==> src/rtl/bus_arb_pkg.sv <==
// ---------------------------------------------------------------------------
// bus_arb_pkg
// Shared types for the multi-master bus arbiter:
//   state_e    - transaction FSM states
//   target_e   - decoded target of the granted access
//   vdp_reg_e  - VDP register offsets inside the 32-byte window
//   idx_width  - width of a master index (at least one bit)
// ---------------------------------------------------------------------------
package bus_arb_pkg;

    typedef enum logic [2:0] {
        IDLE,
        RAM_ACC,
        RAM_DATA,
        VDP_WAIT,
        ACK,
        RELEASE
    } state_e;

    typedef enum logic {
        TGT_RAM,
        TGT_VDP
    } target_e;

    typedef enum logic [4:0] {
        VDP_DATA = 5'h00,
        VDP_CTRL = 5'h04,
        VDP_HV   = 5'h08
    } vdp_reg_e;

    function automatic int idx_width(input int n);
        return (n > 1) ? $clog2(n) : 1;
    endfunction

endpackage

==> src/rtl/bus_arbiter_mm_rr_arbiter.sv <==
// ---------------------------------------------------------------------------
// rr_arbiter
// Purely combinational round-robin pick. Searches the request vector
// starting one position after 'last' and wrapping, so the most recently
// served master has the lowest priority. The pointer itself is held by the
// parent.
// Ports:
//   req   in  N    request vector
//   last  in  IW   index of the previously granted master
//   grant out IW   chosen index (0 when nothing requested)
//   valid out 1    at least one request present
// ---------------------------------------------------------------------------
module rr_arbiter
    import bus_arb_pkg::*;
#(
    parameter int N = 2,
    localparam int IW = idx_width(N)
) (
    input  logic [N-1:0]  req,
    input  logic [IW-1:0] last,
    output logic [IW-1:0] grant,
    output logic          valid
);

    int pos;

    // Walk the rotation once; the first hit after 'last' wins.
    always_comb begin
        grant = '0;
        valid = 1'b0;
        pos   = 0;
        for (int k = 1; k <= N; k++) begin
            pos = (int'(last) + k) % N;
            if (!valid && req[pos[IW-1:0]]) begin
                valid = 1'b1;
                grant = pos[IW-1:0];
            end
        end
    end

endmodule

==> src/rtl/bus_arbiter_mm.sv <==
// ---------------------------------------------------------------------------
// bus_arbiter_mm
// Round-robin multi-master arbiter and address decoder for the shared work
// RAM and the VDP register port. One transaction in flight at a time; the
// granted master gets a registered acknowledge held for ACK_HOLD cycles and
// is not re-granted until it drops its strobe.
//
// Optional build macro: BUS_ARB_TIMEOUT_EN
//   defined   - VDP accesses abort after TIMEOUT_CYCLES without dtack,
//               completing with m_err and all-ones read data
//   undefined - VDP accesses wait forever, m_err is constant 0
//
// Ports:
//   clk, rst_n        clock, asynchronous active-low reset
//   m_req/m_we        per-master strobe and write flag
//   m_addr/m_wdata    packed per-master byte address and write data
//   m_be              packed per-master byte enables
//   m_ack/m_err       per-master acknowledge / error (error qualified by ack)
//   m_rdata           shared read data, valid while any ack is high
//   ram_*             synchronous RAM port (read data one cycle after enable)
//   vdp_*             VDP register port with active-low dtack
// ---------------------------------------------------------------------------
module bus_arbiter_mm
    import bus_arb_pkg::*;
#(
    parameter int              NUM_MASTERS    = 2,
    parameter int              AW             = 24,
    parameter int              DW             = 16,
    parameter int              RAM_AW         = 12,
    parameter logic [AW-1:0]   VDP_BASE       = 24'hC00000,
    parameter int              ACK_HOLD       = 3,
    parameter int              TIMEOUT_CYCLES = 255
) (
    input  logic                        clk,
    input  logic                        rst_n,
    input  logic [NUM_MASTERS-1:0]      m_req,
    input  logic [NUM_MASTERS-1:0]      m_we,
    input  logic [NUM_MASTERS*AW-1:0]   m_addr,
    input  logic [NUM_MASTERS*DW-1:0]   m_wdata,
    input  logic [NUM_MASTERS*DW/8-1:0] m_be,
    output logic [NUM_MASTERS-1:0]      m_ack,
    output logic [NUM_MASTERS-1:0]      m_err,
    output logic [DW-1:0]               m_rdata,
    output logic                        ram_en,
    output logic                        ram_we,
    output logic [DW/8-1:0]             ram_be,
    output logic [RAM_AW-1:0]           ram_addr,
    output logic [DW-1:0]               ram_wdata,
    input  logic [DW-1:0]               ram_rdata,
    output logic                        vdp_sel,
    output logic                        vdp_rnw,
    output logic [4:0]                  vdp_a,
    output logic [DW/8-1:0]             vdp_be,
    output logic [DW-1:0]               vdp_di,
    input  logic [DW-1:0]               vdp_do,
    input  logic                        vdp_dtack_n
);

    localparam int BW    = DW / 8;
    localparam int IW    = idx_width(NUM_MASTERS);
    localparam int CMAX  = (ACK_HOLD > TIMEOUT_CYCLES) ? ACK_HOLD : TIMEOUT_CYCLES;
    localparam int CW    = $clog2(CMAX + 1);

    state_e            state, state_next;
    logic [IW-1:0]     last, last_d;
    logic [IW-1:0]     gnt, gnt_d;
    logic              we_q, we_d;
    logic [CW-1:0]     cnt, cnt_d;

    logic [IW-1:0]     arb_grant;
    logic              arb_valid;
    logic              sel_we;
    logic [AW-1:0]     sel_addr;
    logic [DW-1:0]     sel_wdata;
    logic [BW-1:0]     sel_be;
    target_e           sel_tgt;
    logic              ack_done;

    logic [NUM_MASTERS-1:0] m_ack_d;
    logic [DW-1:0]          m_rdata_d;
    logic                   ram_en_d, ram_we_d;
    logic [BW-1:0]          ram_be_d;
    logic [RAM_AW-1:0]      ram_addr_d;
    logic [DW-1:0]          ram_wdata_d;
    logic                   vdp_sel_d, vdp_rnw_d;
    logic [4:0]             vdp_a_d;
    logic [BW-1:0]          vdp_be_d;
    logic [DW-1:0]          vdp_di_d;

`ifdef BUS_ARB_TIMEOUT_EN
    logic [NUM_MASTERS-1:0] m_err_d;
    logic                   timeout_hit;
    assign timeout_hit = (cnt == CW'(TIMEOUT_CYCLES - 1));
`endif

    rr_arbiter #(.N(NUM_MASTERS)) u_rr (
        .req   (m_req),
        .last  (last),
        .grant (arb_grant),
        .valid (arb_valid)
    );

    // Fields of the master the arbiter would pick this cycle, plus the
    // window decode; upper address bits outside the VDP compare are ignored.
    always_comb begin
        sel_we    = m_we[arb_grant];
        sel_addr  = m_addr[int'(arb_grant)*AW +: AW];
        sel_wdata = m_wdata[int'(arb_grant)*DW +: DW];
        sel_be    = m_be[int'(arb_grant)*BW +: BW];
        sel_tgt   = (sel_addr[AW-1:5] == VDP_BASE[AW-1:5]) ? TGT_VDP : TGT_RAM;
    end

    assign ack_done = (cnt == CW'(ACK_HOLD - 1));

    // State register.
    always_ff @(posedge clk or negedge rst_n) begin
        if (!rst_n) state <= IDLE;
        else        state <= state_next;
    end

    // Next-state logic.
    always_comb begin
        state_next = state;
        case (state)
            IDLE:     if (arb_valid) state_next = (sel_tgt == TGT_VDP) ? VDP_WAIT : RAM_ACC;
            RAM_ACC:  state_next = RAM_DATA;
            RAM_DATA: state_next = ACK;
            VDP_WAIT: begin
                if (!vdp_dtack_n) state_next = ACK;
`ifdef BUS_ARB_TIMEOUT_EN
                else if (timeout_hit) state_next = ACK;
`endif
            end
            ACK:      if (ack_done) state_next = RELEASE;
            RELEASE:  if (!m_req[gnt]) state_next = IDLE;
            default:  state_next = IDLE;
        endcase
    end

    // Next values of every registered output and of the latched request.
    // Everything holds unless the current state says otherwise.
    always_comb begin
        last_d      = last;
        gnt_d       = gnt;
        we_d        = we_q;
        cnt_d       = cnt;
        m_ack_d     = m_ack;
        m_rdata_d   = m_rdata;
        ram_en_d    = ram_en;
        ram_we_d    = ram_we;
        ram_be_d    = ram_be;
        ram_addr_d  = ram_addr;
        ram_wdata_d = ram_wdata;
        vdp_sel_d   = vdp_sel;
        vdp_rnw_d   = vdp_rnw;
        vdp_a_d     = vdp_a;
        vdp_be_d    = vdp_be;
        vdp_di_d    = vdp_di;
`ifdef BUS_ARB_TIMEOUT_EN
        m_err_d     = m_err;
`endif
        case (state)
            IDLE: begin
                if (arb_valid) begin
                    gnt_d  = arb_grant;
                    last_d = arb_grant;
                    we_d   = sel_we;
                    cnt_d  = '0;
                    if (sel_tgt == TGT_VDP) begin
                        vdp_sel_d = 1'b1;
                        vdp_rnw_d = ~sel_we;
                        vdp_a_d   = sel_addr[4:0];
                        vdp_be_d  = sel_be;
                        vdp_di_d  = sel_wdata;
                    end else begin
                        ram_en_d    = 1'b1;
                        ram_we_d    = sel_we;
                        ram_addr_d  = sel_addr[RAM_AW:1];
                        ram_be_d    = sel_be;
                        ram_wdata_d = sel_wdata;
                    end
                end
            end
            RAM_ACC: begin
                ram_en_d = 1'b0;
                ram_we_d = 1'b0;
            end
            RAM_DATA: begin
                if (!we_q) m_rdata_d = ram_rdata;
                m_ack_d[gnt] = 1'b1;
                cnt_d        = '0;
            end
            VDP_WAIT: begin
                // A dtack on the same cycle as expiry takes precedence.
                if (!vdp_dtack_n) begin
                    vdp_sel_d = 1'b0;
                    vdp_rnw_d = 1'b1;
                    if (!we_q) m_rdata_d = vdp_do;
                    m_ack_d[gnt] = 1'b1;
                    cnt_d        = '0;
                end
`ifdef BUS_ARB_TIMEOUT_EN
                else if (timeout_hit) begin
                    vdp_sel_d    = 1'b0;
                    vdp_rnw_d    = 1'b1;
                    m_rdata_d    = '1;
                    m_ack_d[gnt] = 1'b1;
                    m_err_d[gnt] = 1'b1;
                    cnt_d        = '0;
                end else begin
                    cnt_d = cnt + CW'(1);
                end
`endif
            end
            ACK: begin
                if (ack_done) begin
                    m_ack_d = '0;
`ifdef BUS_ARB_TIMEOUT_EN
                    m_err_d = '0;
`endif
                end else begin
                    cnt_d = cnt + CW'(1);
                end
            end
            default: ;
        endcase
    end

    // Output and datapath registers; reset aborts any access in flight.
    always_ff @(posedge clk or negedge rst_n) begin
        if (!rst_n) begin
            last      <= IW'(NUM_MASTERS - 1);
            gnt       <= '0;
            we_q      <= 1'b0;
            cnt       <= '0;
            m_ack     <= '0;
            m_rdata   <= '0;
            ram_en    <= 1'b0;
            ram_we    <= 1'b0;
            ram_be    <= '0;
            ram_addr  <= '0;
            ram_wdata <= '0;
            vdp_sel   <= 1'b0;
            vdp_rnw   <= 1'b1;
            vdp_a     <= '0;
            vdp_be    <= '0;
            vdp_di    <= '0;
        end else begin
            last      <= last_d;
            gnt       <= gnt_d;
            we_q      <= we_d;
            cnt       <= cnt_d;
            m_ack     <= m_ack_d;
            m_rdata   <= m_rdata_d;
            ram_en    <= ram_en_d;
            ram_we    <= ram_we_d;
            ram_be    <= ram_be_d;
            ram_addr  <= ram_addr_d;
            ram_wdata <= ram_wdata_d;
            vdp_sel   <= vdp_sel_d;
            vdp_rnw   <= vdp_rnw_d;
            vdp_a     <= vdp_a_d;
            vdp_be    <= vdp_be_d;
            vdp_di    <= vdp_di_d;
        end
    end

`ifdef BUS_ARB_TIMEOUT_EN
    // Error flags travel with the acknowledge.
    always_ff @(posedge clk or negedge rst_n) begin
        if (!rst_n) m_err <= '0;
        else        m_err <= m_err_d;
    end
`else
    assign m_err = '0;
`endif

endmodule
==> config.mk <==
export PLATFORM = sky130hd
export DESIGN_NAME = bus_arbiter_mm
export DESIGN_NICKNAME = d
export VERILOG_FILES = /design/src/rtl/bus_arb_pkg.sv /design/src/rtl/bus_arbiter_mm_rr_arbiter.sv /design/src/rtl/bus_arbiter_mm.sv
export SDC_FILE = /design/constraint.sdc
export NUM_CORES = 1
export LEC_CHECK = 0
export CAP_MARGIN = 15
export CORE_MARGIN = 3
export CORE_UTILIZATION = 40
export DETAILED_ROUTE_END_ITERATION = 12
export PLACE_DENSITY_LB_ADDON = 0.08
export SETUP_SLACK_MARGIN = 0.1
export SLEW_MARGIN = 30
export SYNTH_ARGS = -nofsm -noshare
export SYNTH_HDL_FRONTEND = slang
export SYNTH_SLANG_ARGS = --single-unit
==> constraint.sdc <==
create_clock -name clk -period 5.69 [get_ports clk]
set_input_delay 0.8535 -clock clk [delete_from_list [all_inputs] [get_ports clk]]
set_output_delay 0.8535 -clock clk [all_outputs]
set_load 0.02 [all_outputs]
==> flow_summary_export.csv, run 1 <==
group,metric,value,unit
setup_path,required,5.91,ns
timing,holdWs,0.4837,ns
timing,slew_violations,0,
global_routing,first_global_vias,3831,
setup_path,worst-r2r-cell-count,7,
logic_synthesis,yosysMostFrequentCell,"o21ai_0",
clock_network,cts_hold_buffers,0,
logic_synthesis,synth_top_area_cell,"dfrtp_1",
logic_synthesis,synth.top_cells.by_count,"o21ai_0 (90), dfrtp_1 (87), a21oi_1 (49), mux2i_1 (49), nand2_1 (26)",
clock_network,cts.htree.levels,3,
layout,seq_area,2230,µm²
logic_synthesis,yosys_register_bits,89,
layout,nets,722,
clock_network,cts_resized,0,
setup_path,startpoint_type,"input port",
timing,post-route-min-period,3.610,ns
timing,tns,0,ns
layout,n_fill_cell,846,
drt,first_pass_iters,4,
drt,vias_per_cell,5.360,
global_routing,grt_overflow,0,
drt,drt_first_iter_violations,154,
timing,skew,0.009502,ns
die,initial_core_util,42.08,%
logic_synthesis,synth_edf_count,0,
logic_synthesis,syn_inst,418,
logic_synthesis,synth_cell_types,48,
layout,antenna_cells,0,
clock_network,clkLatencyLatePin,0.34,ns
logic_synthesis,yosysTopAreaCellShare,51.74,%
timing,worstMarginPinSlew,0.8148,ns
die,core_region_area,10000,µm²
drt,vias,3934,
layout,final_util,64.74,%
drt,ant_nets,0,
setup_path,timing.rr.start,"last",
placed_design,port_buffers,197,
setup_path,r2r_end,"vdp_a[2]",
timing,grt_setup_unrepaired,"no",
pwr,powerDensity,407.3,nW/µm²
placed_design,place_congestion,0.7725,
clock_network,clock-root-buffer,"clkbuf_8",
timing,maxSlewHeadroom,45.26,%
clock_network,post_cts_buffers,0,
timing,hold_viol_final,0,
timing,setup_viol,0,
logic_synthesis,synth_area_leaders,"dfrtp_1 (52%), mux2i_1 (12%), o21ai_0 (11%)",
timing,fin_crit_sh,63.44,%
layout,multi_input_area,1852,µm²
outcome,status,"complete, no violations",
logic_synthesis,syn_area_per_cell,10.07,µm²
hold_path,holdCritPathClass,"input port to asynchronous set/reset pin",
layout,area_delta_synth_final,53.85,%
clock_network,clkTransAtPathRegs,0.09,ns
logic_synthesis,yosysSeqAreaShare,52.99,%
logic_synthesis,netlist_area,4208,µm²
flow_run,cap_violations,0,
drt,drc_errors,0,
logic_synthesis,synth_top_flop_cell,"dfrtp_1",
pwr,vdd_drop_max,0.2001,mV
timing,fin_ws,2.080,ns
clock_network,numCtsBuffers,9,
clock_network,tritoncts,"built",
setup_path,critPathMaxFanout,24,
clock_network,clock_tree.buffer_depth,2,
setup_path,arrival,3.83,ns
global_routing,antenna_found_initial,0,
die,die-area,11790,µm²
drt,wl,13010,µm
die,num_rows,36,
die,die_w,108.6,µm
setup_path,rrSetupSlack,2.78,ns
logic_synthesis,synth_warnings,0,
logic_synthesis,async_flop_share,100.0,%
global_routing,grt_pass1_wl,19980,µm
die,io_pins,200,
pwr,p_leak,0.002809,µW
placed_design,pre_cts_slack,1.379,ns
die,die_y,108.6,µm
clock_network,cts.sinks,89,
layout,drive_gt1_share,5.324,%
global_routing,grt_usage,21.57,%
placed_design,dpl.hpwl,9744,µm
global_routing,grt_max_degree,49,
setup_path,cp-end-kind,"flip-flop",
timing,fmax,277.0,MHz
setup_path,path_class,"input port to flip-flop",
drt,wire_per_inst,17.73,µm
==> cell families after synthesis <==
kind of cell	after synthesis	share of synthesized area, %
AO/OA/AOI/OAI	163	20.87
flip-flops	89	52.99
AND/OR/NAND/NOR	72	9.188
multiplexers	50	11.92
buffers and inverters	40	4.134
adder cells (fa/ha/maj)	2	0.5946
other	1	0.08912
XOR/XNOR	1	0.2082
==> per-layer routing <==
| metal | GRT usage, % | vias up | share of wire (%) |
|---|---|---|---|
| met4 | 5.410 | 0 | 1.3 |
| met1 | 26.62 | 1881 | 40 |
| met2 | 35.83 | 168 | 48 |
| li1 | - | 1871 | - |
| met5 | 0 | - | 0 |
| met3 | 8.000 | 14 | 11 |
==> worst max path at each step <==
stage	start	endpoint	cells after the start
after floorplan	m_addr[5]	vdp_a[3]	8
after global placement	m_req[1]	ram_en	6
after detailed placement	m_req[0]	ram_addr[3]	7
after CTS	m_req[0]	ram_en	7
after global routing	m_req[0]	vdp_di[9]	8
final	m_req[0]	vdp_a[2]	8
==> cell type report <==
class	count	share of cell area, %
inverter	5	0.2899
sequential	89	34.44
clock buffer	9	1.913
clock inverter	6	1.063
multi-input combinational	290	28.60
tap	133	2.571
timing repair buffer	202	31.12
==> per-stage QoR <==
stage,instances,cell area [µm²],power (µW)
after floorplan,419,4212,1620
after global placement,717,6243,2191
after detailed placement,718,6267,2229
after CTS,733,6460,2657
after global routing,734,6474,2807
final,734,6474,2637
==> worst max-delay path: stages <==
cell	delay, ns
clkdlybuf4s50_1	0.69
a21boi_4	0.24
buf_4	0.33
nand4b_1	0.32
a221oi_4	0.55
and2_1	0.51
buf_6	0.24
a21oi_1	0.08
==> sequential cells by signal, indices dropped and copies added (netlist names) <==
| register | count |
|---|---|
| gnt | 1 |
| ram_wdata | 16 |
| ram_en | 1 |
| ram_addr | 12 |
| m_ack | 2 |
| cnt | 8 |
| vdp_di | 16 |
| ram_be | 2 |
| vdp_a | 5 |
| vdp_be | 2 |
| vdp_rnw | 1 |
| m_rdata | 16 |
| we_q | 1 |
| vdp_sel | 1 |
| state | 3 |
| last | 1 |
| ram_we | 1 |
==> where the power goes <==
part           switching, µW  total (µW)  internal [µW]
Sequential               141         978            837
Clock                    226         429            203
Combinational            669        1230            560
==> layout by cell type, fill, tap and decap left out, drive strengths merged, types with 3 or more instances in the layout <==
cell	count
dfrtp	87
a31oi	6
nor2	9
nand4	4
clkdlybuf4s50	196
and3	3
nand2b	4
nand2	26
a21oi	49
mux2i	49
nor3	3
buf	6
o21ai	93
nor4	6
clkinv	3
inv	6
clkbuf	9
Note: power is estimated with default switching activity, not from simulation.
==> run 2, diff against run 1 <==
==> constraint.sdc (replaced) <==
create_clock -name clk -period 3.6 [get_ports clk]
set_input_delay 0.54 -clock clk [delete_from_list [all_inputs] [get_ports clk]]
set_output_delay 0.54 -clock clk [all_outputs]
set_load 0.02 [all_outputs]
==> run 2 against run 1 <==
Effect of this change: hold slack lost 0.36 ns; first-iteration DRC count down 3.9%; largest cell class unchanged; die area unchanged; critical path depth fell by 1; via count shrank 0.64%; sequential power grew 56%; highest routed layer unchanged; sequential share of layout area shrank 0.11 points; global-route usage is 0.10 points lower; clock-buffer cell count is the same; critical endpoint is now ram_addr[2]; critical path type unchanged; sequential cell count stayed put; setup slack got worse by 1.3 ns.
==> flow_summary_export.csv, run 2 (same netlist as run 1, synthesis figures left out) <==
group,metric,value,unit
setup_path,slowest_stage,"clkdlybuf4s50_1",
clock_network,clkTransAtPathRegs,0.09,ns
die,core_region_area,10000,µm²
layout,drive_gt1_share,5.941,%
setup_path,critPathBufInv,2,
setup_path,path_class,"input port to flip-flop",
layout,area_delta_synth_final,54.33,%
layout,top_regs,"m_rdata (16), ram_wdata (16), vdp_di (16)",
layout,final_cells,739,
setup_path,critPathMaxFanout,25,
placed_design,dpl.cell_count,724,
drt,ant_nets,0,
drt,wire_per_inst,17.48,µm
drt,wl,12920,µm
timing,worstMarginPinSlew,0.6109,ns
drt,first_pass_iters,4,
global_routing,grt_max_degree,53,
placed_design,port_buffers,197,
drt,vias_per_cell,5.290,
setup_path,critPathTopFamily,"compound AO/OA/AOI/OAI gates",
timing,setup_viol,0,
timing,fmax,360.6,MHz
flow_run,cap_violations,0,
global_routing,grt_pass1_wl,19730,µm
drt,route.top_layer_used,"met4",
timing,post-route-min-period,2.773,ns
die,die-area,11790,µm²
setup_path,startpoint_type,"input port",
pwr,total_power,4126,µW
setup_path,slowest_delay,0.61,ns
pwr,powerDensity,635.5,nW/µm²
clock_network,cts.htree.levels,3,
outcome,status,"complete, no violations",
timing,fin_crit_sh,77.04,%
timing,maxSlewHeadroom,58.96,%
setup_path,rrSetupSlack,1.19,ns
timing,slew_violations,0,
timing,tns,0,ns
timing,skew,0.008539,ns
placed_design,dpl.hpwl,9876,µm
drt,drt_first_iter_violations,148,
placed_design,place_congestion,0.8338,
clock_network,clock_tree.buffer_depth,2,
layout,nets,727,
clock_network,cts.sinks,89,
clock_network,numCtsBuffers,9,
setup_path,crit_chain,"clkdlybuf4s50_1 > a21boi_4 > nand4_1 > a221oi_4 > nand2b_1 > buf_12 > o21ai_0",
clock_network,cts_resized,0,
drt,wl_met1,5089,µm
die,die_w,108.6,µm
drt,vias,3909,
global_routing,antenna_found_initial,0,
drt,wl_met2,6207,µm
clock_network,clock-root-buffer,"clkbuf_8",
die,initial_core_util,42.08,%
timing,hold_viol_final,0,
setup_path,cp-end-kind,"flip-flop",
hold_path,holdCritPathClass,"input port to asynchronous set/reset pin",
layout,mostFrequentLayoutCell,"clkdlybuf4s50_1",
timing,holdWs,0.1237,ns
layout,most-common-layout-cells,"clkdlybuf4s50_1 (196), o21ai_0 (90), dfrtp_1 (87)",
global_routing,first_global_vias,3889,
pwr,vdd_drop_max,0.3401,mV
die,io_pins,200,
global_routing,grt_overflow,0,
setup_path,required,3.82,ns
pwr,p_leak,0.002820,µW
clock_network,post_cts_buffers,0,
layout,antenna_cells,0,
global_routing,grt_usage,21.47,%
drt,wl_met3,1407,µm
setup_path,arrival,2.99,ns
clock_network,clkLatencyLatePin,0.35,ns
drt,drc_errors,0,
die,die_y,108.6,µm
clock_network,tritoncts,"built",
die,num_rows,36,
clock_network,cts_hold_buffers,0,
timing,grt_setup_unrepaired,"no",
-- run 2: cell count changes in the layout (fill, tap and decap cells not counted), sizes merged --
cell	before	now
buf	6	11
bufinv	1	0
clkinv	3	2
clkinvlp	1	3
-- run 2: area by class of cell --
cell class | count | area [µm²]
timing repair buffer | 207 | 2073
clock inverter | 6 | 45.04
tap | 133 | 166.4
multi-input combinational | 290 | 1837
fill | 853 | 3506
sequential | 89 | 2230
inverter | 5 | 18.77
clock buffer | 9 | 123.9
-- run 2: worst register-to-register path, cell delays in order, from the launching register on --
cell and delay (ns):
dfstp_2 0.57, a21boi_4 0.12, or4_4 0.54, a221oi_4 0.41
nand2b_1 0.32, buf_12 0.20, o21ai_0 0.11
-- run 2: final timing paths --
check                          from      endpoint  cells after the start
min in group clk               we_q          we_q                      1
setup reg to reg               last   ram_addr[2]                      6
max in group asynchronous     rst_n      vdp_a[0]                      2
hold reg to reg                we_q          we_q                      1
setup / recovery           m_req[1]   ram_addr[2]                      7
hold / removal                rst_n  ram_wdata[0]                      1
-- run 2: stage by stage --
step | util (%) | setup WS (ns) | area, µm²
4_1_cts | 64.94 | 0.8161 | 6494
2_1_floorplan | - | 1.085 | 4212
5_1_grt | 64.94 | 0.6251 | 6494
6_report | 64.94 | 0.8265 | 6494
3_5_place_dp | 63.25 | 0.4263 | 6325
3_3_place_gp | 63.14 | 0.5207 | 6314
-- run 2: routing by layer --
metal  vias up  global-route usage, %
li1       1876                      -
met1      1842                  25.36
met2       172                  36.94
met3        19                  6.985
met4         0                  6.943
met5         -                      0
-- run 2: report_power, final --
part           internal (µW)  switching [µW]  total, µW
logic                    917            1080       1990
registers               1320             207       1530
clock network            249             355        604
==> run 3, diff against run 2 <==
--- a/config.mk
+++ b/config.mk
@@ -7,7 +7,7 @@
 export LEC_CHECK = 0
 export CAP_MARGIN = 15
 export CORE_MARGIN = 3
-export CORE_UTILIZATION = 40
+export CORE_UTILIZATION = 37
 export DETAILED_ROUTE_END_ITERATION = 12
 export PLACE_DENSITY_LB_ADDON = 0.08
 export SETUP_SLACK_MARGIN = 0.1
==> constraint.sdc (replaced) <==
create_clock -name clk -period 2.4 [get_ports clk]
set_input_delay 0.36 -clock clk [delete_from_list [all_inputs] [get_ports clk]]
set_output_delay 0.36 -clock clk [all_outputs]
set_load 0.02 [all_outputs]
==> run 3 against run 2 <==
Effect of this change: utilization fell by 3.1 points; first-iteration DRC count rose by 16%; sequential power rose by 51%; clock power rose to 2.5 times the previous value; setup slack got worse by 0.65 ns; largest cell class unchanged; via count rose by 0.67%.
==> flow_summary_export.csv, run 3 (same netlist as run 1, synthesis figures left out) <==
group,metric,value,unit
layout,most-common-layout-cells,"clkdlybuf4s50_1 (192), o21ai_0 (89), dfrtp_1 (87)",
drt,ant_nets,0,
placed_design,pre_cts_slack,-0.4440,ns
setup_path,required,2.65,ns
timing,hold_viol_final,0,
die,die_w,112.6,µm
pwr,powerDensity,1018,nW/µm²
timing,maxSlewHeadroom,59.48,%
timing,holdWs,0.02300,ns
setup_path,path_class,"input port to flip-flop",
drt,vias,3935,
drt,first_pass_iters,4,
global_routing,first_global_vias,4149,
die,die-area,12690,µm²
timing,fmax,449.2,MHz
die,num_rows,38,
layout,area_delta_synth_final,61.31,%
placed_design,place_congestion,0.8532,
timing,grt_setup_unrepaired,"no",
pwr,p_leak,0.002982,µW
drt,drc_errors,0,
drt,wire_per_inst,16.95,µm
clock_network,clock_tree.buffer_depth,2,
setup_path,startpoint_type,"input port",
outcome,status,"complete, no violations",
clock_network,clkTransAtPathRegs,0.06,ns
global_routing,grt_pass1_wl,21130,µm
die,die_y,112.6,µm
clock_network,clkLatencyLatePin,0.33,ns
clock_network,cts_hold_buffers,0,
setup_path,critPathMaxFanout,7,
setup_path,arrival,2.48,ns
clock_network,tritoncts,"built",
timing,fin_ws,0.1738,ns
placed_design,dpl.hpwl,9699,µm
global_routing,antenna_found_initial,0,
clock_network,numCtsBuffers,9,
layout,final_util,61.80,%
die,io_pins,200,
pwr,vdd_drop_max,0.6604,mV
timing,skew,0.005415,ns
layout,n_fill_cell,929,
clock_network,clock-root-buffer,"clkbuf_16",
layout,mostFrequentLayoutCell,"clkdlybuf4s50_1",
global_routing,grt_max_degree,46,
placed_design,dpl.cell_count,741,
layout,final_cells,761,
die,initial_core_util,38.31,%
layout,nets,741,
drt,wl,12900,µm
drt,vias_per_cell,5.171,
timing,worstMarginPinSlew,0.6079,ns
clock_network,cts.sinks,89,
placed_design,port_buffers,197,
clock_network,cts.htree.levels,3,
timing,fin_crit_sh,92.76,%
hold_path,holdCritPathClass,"input port to asynchronous set/reset pin",
timing,setup_viol,0,
drt,drt_first_iter_violations,171,
global_routing,grt_overflow,0,
flow_run,cap_violations,0,
setup_path,cp-end-kind,"flip-flop",
die,core_region_area,10980,µm²
timing,post-route-min-period,2.226,ns
global_routing,grt_usage,20.62,%
layout,drive_gt1_share,9.018,%
timing,slew_violations,0,
layout,top_regs,"m_rdata (16), ram_wdata (16), vdp_di (16)",
layout,antenna_cells,0,
[run 3: final timing paths]
| check | to | slack (ns) | cells after the start | from |
|---|---|---|---|---|
| max in group asynchronous | vdp_rnw | 1.63 | 2 | rst_n |
| min in group clk | ram_addr[8] | 0.35 | 3 | m_addr[9] |
| max reg2reg | state[1] | 0.19 | 5 | last |
| min | cnt[4] | 0.02 | 1 | rst_n |
| max | state[1] | 0.17 | 6 | m_req[0] |
| min reg2reg | m_rdata[8] | 0.48 | 2 | m_rdata[8] |
[run 3: cell type report]
class	count	area (µm²)	share of cell area, %
Sequential cell	89	2230	32.85
Timing Repair Buffer	221	2182	32.15
Multi-Input combinational cell	290	1853	27.30
Clock buffer	10	239.0	3.521
Tap cell	140	175.2	2.581
Clock inverter	6	90.09	1.327
Inverter	5	18.77	0.2765
[run 3: where the power goes]
group / total [µW] / leakage [µW] / switching (µW) / internal (µW)
Clock: 1530 / 0.000159 / 590 / 944
Sequential: 2310 / 0.00115 / 328 / 1990
Combinational: 3060 / 0.00168 / 1620 / 1440
Total: 6910 / 0.00298 / 2540 / 4370
[run 3: stage by stage]
stage	instance area [µm²]	power (µW)	TNS [ns]
4_1_cts	6743	6948	0
3_5_place_dp	6392	5370	-21.85
3_3_place_gp	6392	5288	-20.57
5_1_grt	6788	7348	0
2_1_floorplan	4212	3840	0
6_report	6788	6908	0
[run 3: per-layer routing]
| metal | vias to the layer above | track usage [%] | part of all wire, % |
|---|---|---|---|
| met5 | - | 0 | 0 |
| met4 | 0 | 5.529 | 1.1 |
| met3 | 13 | 5.660 | 8.3 |
| met2 | 145 | 35.27 | 49 |
| met1 | 1860 | 25.71 | 41 |
| li1 | 1917 | - | - |
[run 3: critical path: stages]
cell	delay, ns
clkdlybuf4s50_1	0.53
a21boi_4	0.11
or4_4	0.51
a221oi_4	0.40
or3b_1	0.39
a31oi_1	0.16
[run 3: what timing repair did]
action                     4_1_cts  5_1_grt
hold endpoints to repair         0        0
setup buffers                    1        3
pin swaps                        4        4
setup endpoints to repair       55       54
resized for setup               17        6
==> patch, RTL diff (settings of run 2) <==
The parameter `NUM_MASTERS` goes from 2 to 1.
--- a/src/rtl/bus_arbiter_mm.sv
+++ b/src/rtl/bus_arbiter_mm.sv
@@ -23,7 +23,7 @@
 module bus_arbiter_mm
     import bus_arb_pkg::*;
 #(
-    parameter int              NUM_MASTERS    = 2,
+    parameter int              NUM_MASTERS    = 1,
     parameter int              AW             = 24,
     parameter int              DW             = 16,
     parameter int              RAM_AW         = 12,
Interface: changed (7 resized); port bits go from 200 to 154. No check against the original RTL was run, so the function may have changed too.
==> patch against run 2 <==
- via count down 27%
- setup slack better by 0.20 ns
- first-iteration DRC count down 36%
- combinational power down 11%
- core utilization down 1.7 points
- sequential cell count down 3
- highest routed layer unchanged
- cell area down 14%
- synthesized area down 12%
- critical path depth down 1
- register-to-register slack better by 0.10 ns
- routed wire length down 29%
- total power down 1.3%
- largest power group unchanged
- critical path type unchanged
==> patch: results (changes against run 2) <==
port-buffer-count: 152  # was 197
seqPwrFrac: 0.374  # was 0.371
grt_pass1_vias: 2942  # was 3889
synthTopCellsByCount: "85 x dfrtp_1, 49 x mux2_2, 26 x nand2_1, 26 x o21ai_0, 16 x mux2i_1"  # was 90 x o21ai_0, 87 x dfrtp_1, 49 x a21oi_1, 49 x mux2i_1, 26 x nand2_1
use_met1: 0.222  # was 0.254
place_congestion: 0.814  # was 0.834
cpLargestDelayFamily: "simple AND/OR/NAND/NOR gates"  # was compound AO/OA/AOI/OAI gates
status: "finished clean"  # unchanged
route.met3.wl_um: 808  # was 1410 um
post_cts_resized: 0  # unchanged
drt_iter0_markers: 95  # was 148
tightest_slew_ns: 0.824  # was 0.611 ns
r2r_slack_ns: 1.29  # was 1.19 ns
nFillCells: 740  # was 853
synthAdderAreaFrac: 0.00674  # was 0.00595
m1WireLength_um: 3820  # was 5090 um
viasPerCell: 5.09  # was 5.29
critPathMaxFanout: 22  # was 25
synth_compound_area_frac: 0.0923  # was 0.209
timing.final.crit_period_ns: 2.57  # was 2.77 ns
cpMaxStageDelayCell: "nor4b_1"  # was clkdlybuf4s50_1
rr_startpoint: "cnt[0]$_DFFE_PN0P_"  # was last$_DFFE_PN1P_
combPwrFrac: 0.437  # was 0.483
dpl_worst_slack_ns: 0.670  # was 0.426 ns
yosys.area_share.xor_xnor: 0  # was 0.00208
globalRouteMet3Util: 0.0751  # was 0.0699
wl_met2_um: 4430  # was 6210 um
p_leak_uw: 0.00252  # was 0.00282 uW
reg2reg_to: "cnt[7]$_DFFE_PN0P_"  # was ram_addr[2]$_DFFE_PN0P_
critPathMaxStageDelay_ns: 0.52  # was 0.61 ns
synthTopCellsByArea: "dfrtp_1 57%, mux2_2 15%, mux2i_1 4.3%, o21ai_0 3.5%, nand2_1 2.6%"  # was dfrtp_1 52%, mux2i_1 12%, o21ai_0 11%, a21oi_1 5.8%, nand2_1 2.3%
use_met2: 0.289  # was 0.369
finalNetCount: 532  # was 727
place_area_sq_um: 5370  # was 6320 sq um
track_usage: 0.180  # was 0.215
dp_hpwl_um: 6830  # was 9880 um
path_clk_slew_ns: 0.09  # about the same
clockBufferDepth: 2  # unchanged
drive_gt1_frac: 0.180  # was 0.0594
startpoint: "m_addr[11]"  # was m_req[1]
crit_end: "ram_addr[4]$_DFFE_PN0P_"  # was ram_addr[2]$_DFFE_PN0P_
synth_cell_types: 49  # was 48
grt_pass1_wl_um: 14600  # was 19700 um
first_pass_iters: 4  # unchanged
synth_mux_area_frac: 0.195  # was 0.119
vdd_ir_drop_max_uv: 347  # was 340 uV
wire_per_inst_um: 16.3  # was 17.5 um
cts_max_level: 3  # unchanged
switching_share: 0.361  # was 0.397
synth_seq_area_share: 0.580  # was 0.530
finClkSkew_ns: 0.00800  # was 0.00854 ns
multi_input_area_sq_um: 1460  # was 1840 sq um
[patch: cell count changes after synthesis, sizes merged, moves of 3 or more]
| cell | before | now |
|---|---|---|
| o21ai | 93 | 27 |
| mux2i | 49 | 16 |
| nand2b | 4 | 1 |
| a21oi | 49 | 6 |
| a22o | 0 | 3 |
| clkbuf | 24 | 6 |
| inv | 5 | 9 |
| nand3 | 1 | 7 |
| nor2 | 9 | 5 |
| mux2 | 1 | 50 |
[patch: final cells by class]
cell class | count | share of cell area
flip-flops and latches | 86 | 0.385
repair buffers | 158 | 0.283
multi-input cells | 187 | 0.261
well taps | 108 | 0.0241
clock buffers | 9 | 0.0221
clock inverters | 7 | 0.0188
inverters | 9 | 0.00603
[patch: per-stage QoR]
stage               power (uW)  instances  hold WS (ns)
finish                    4070        564         0.125
global route              4340        564         0.149
CTS                       4130        564         0.138
detailed placement        3340        548         0.470
global placement          3290        547         0.463
floorplan                 2470        298         0.244
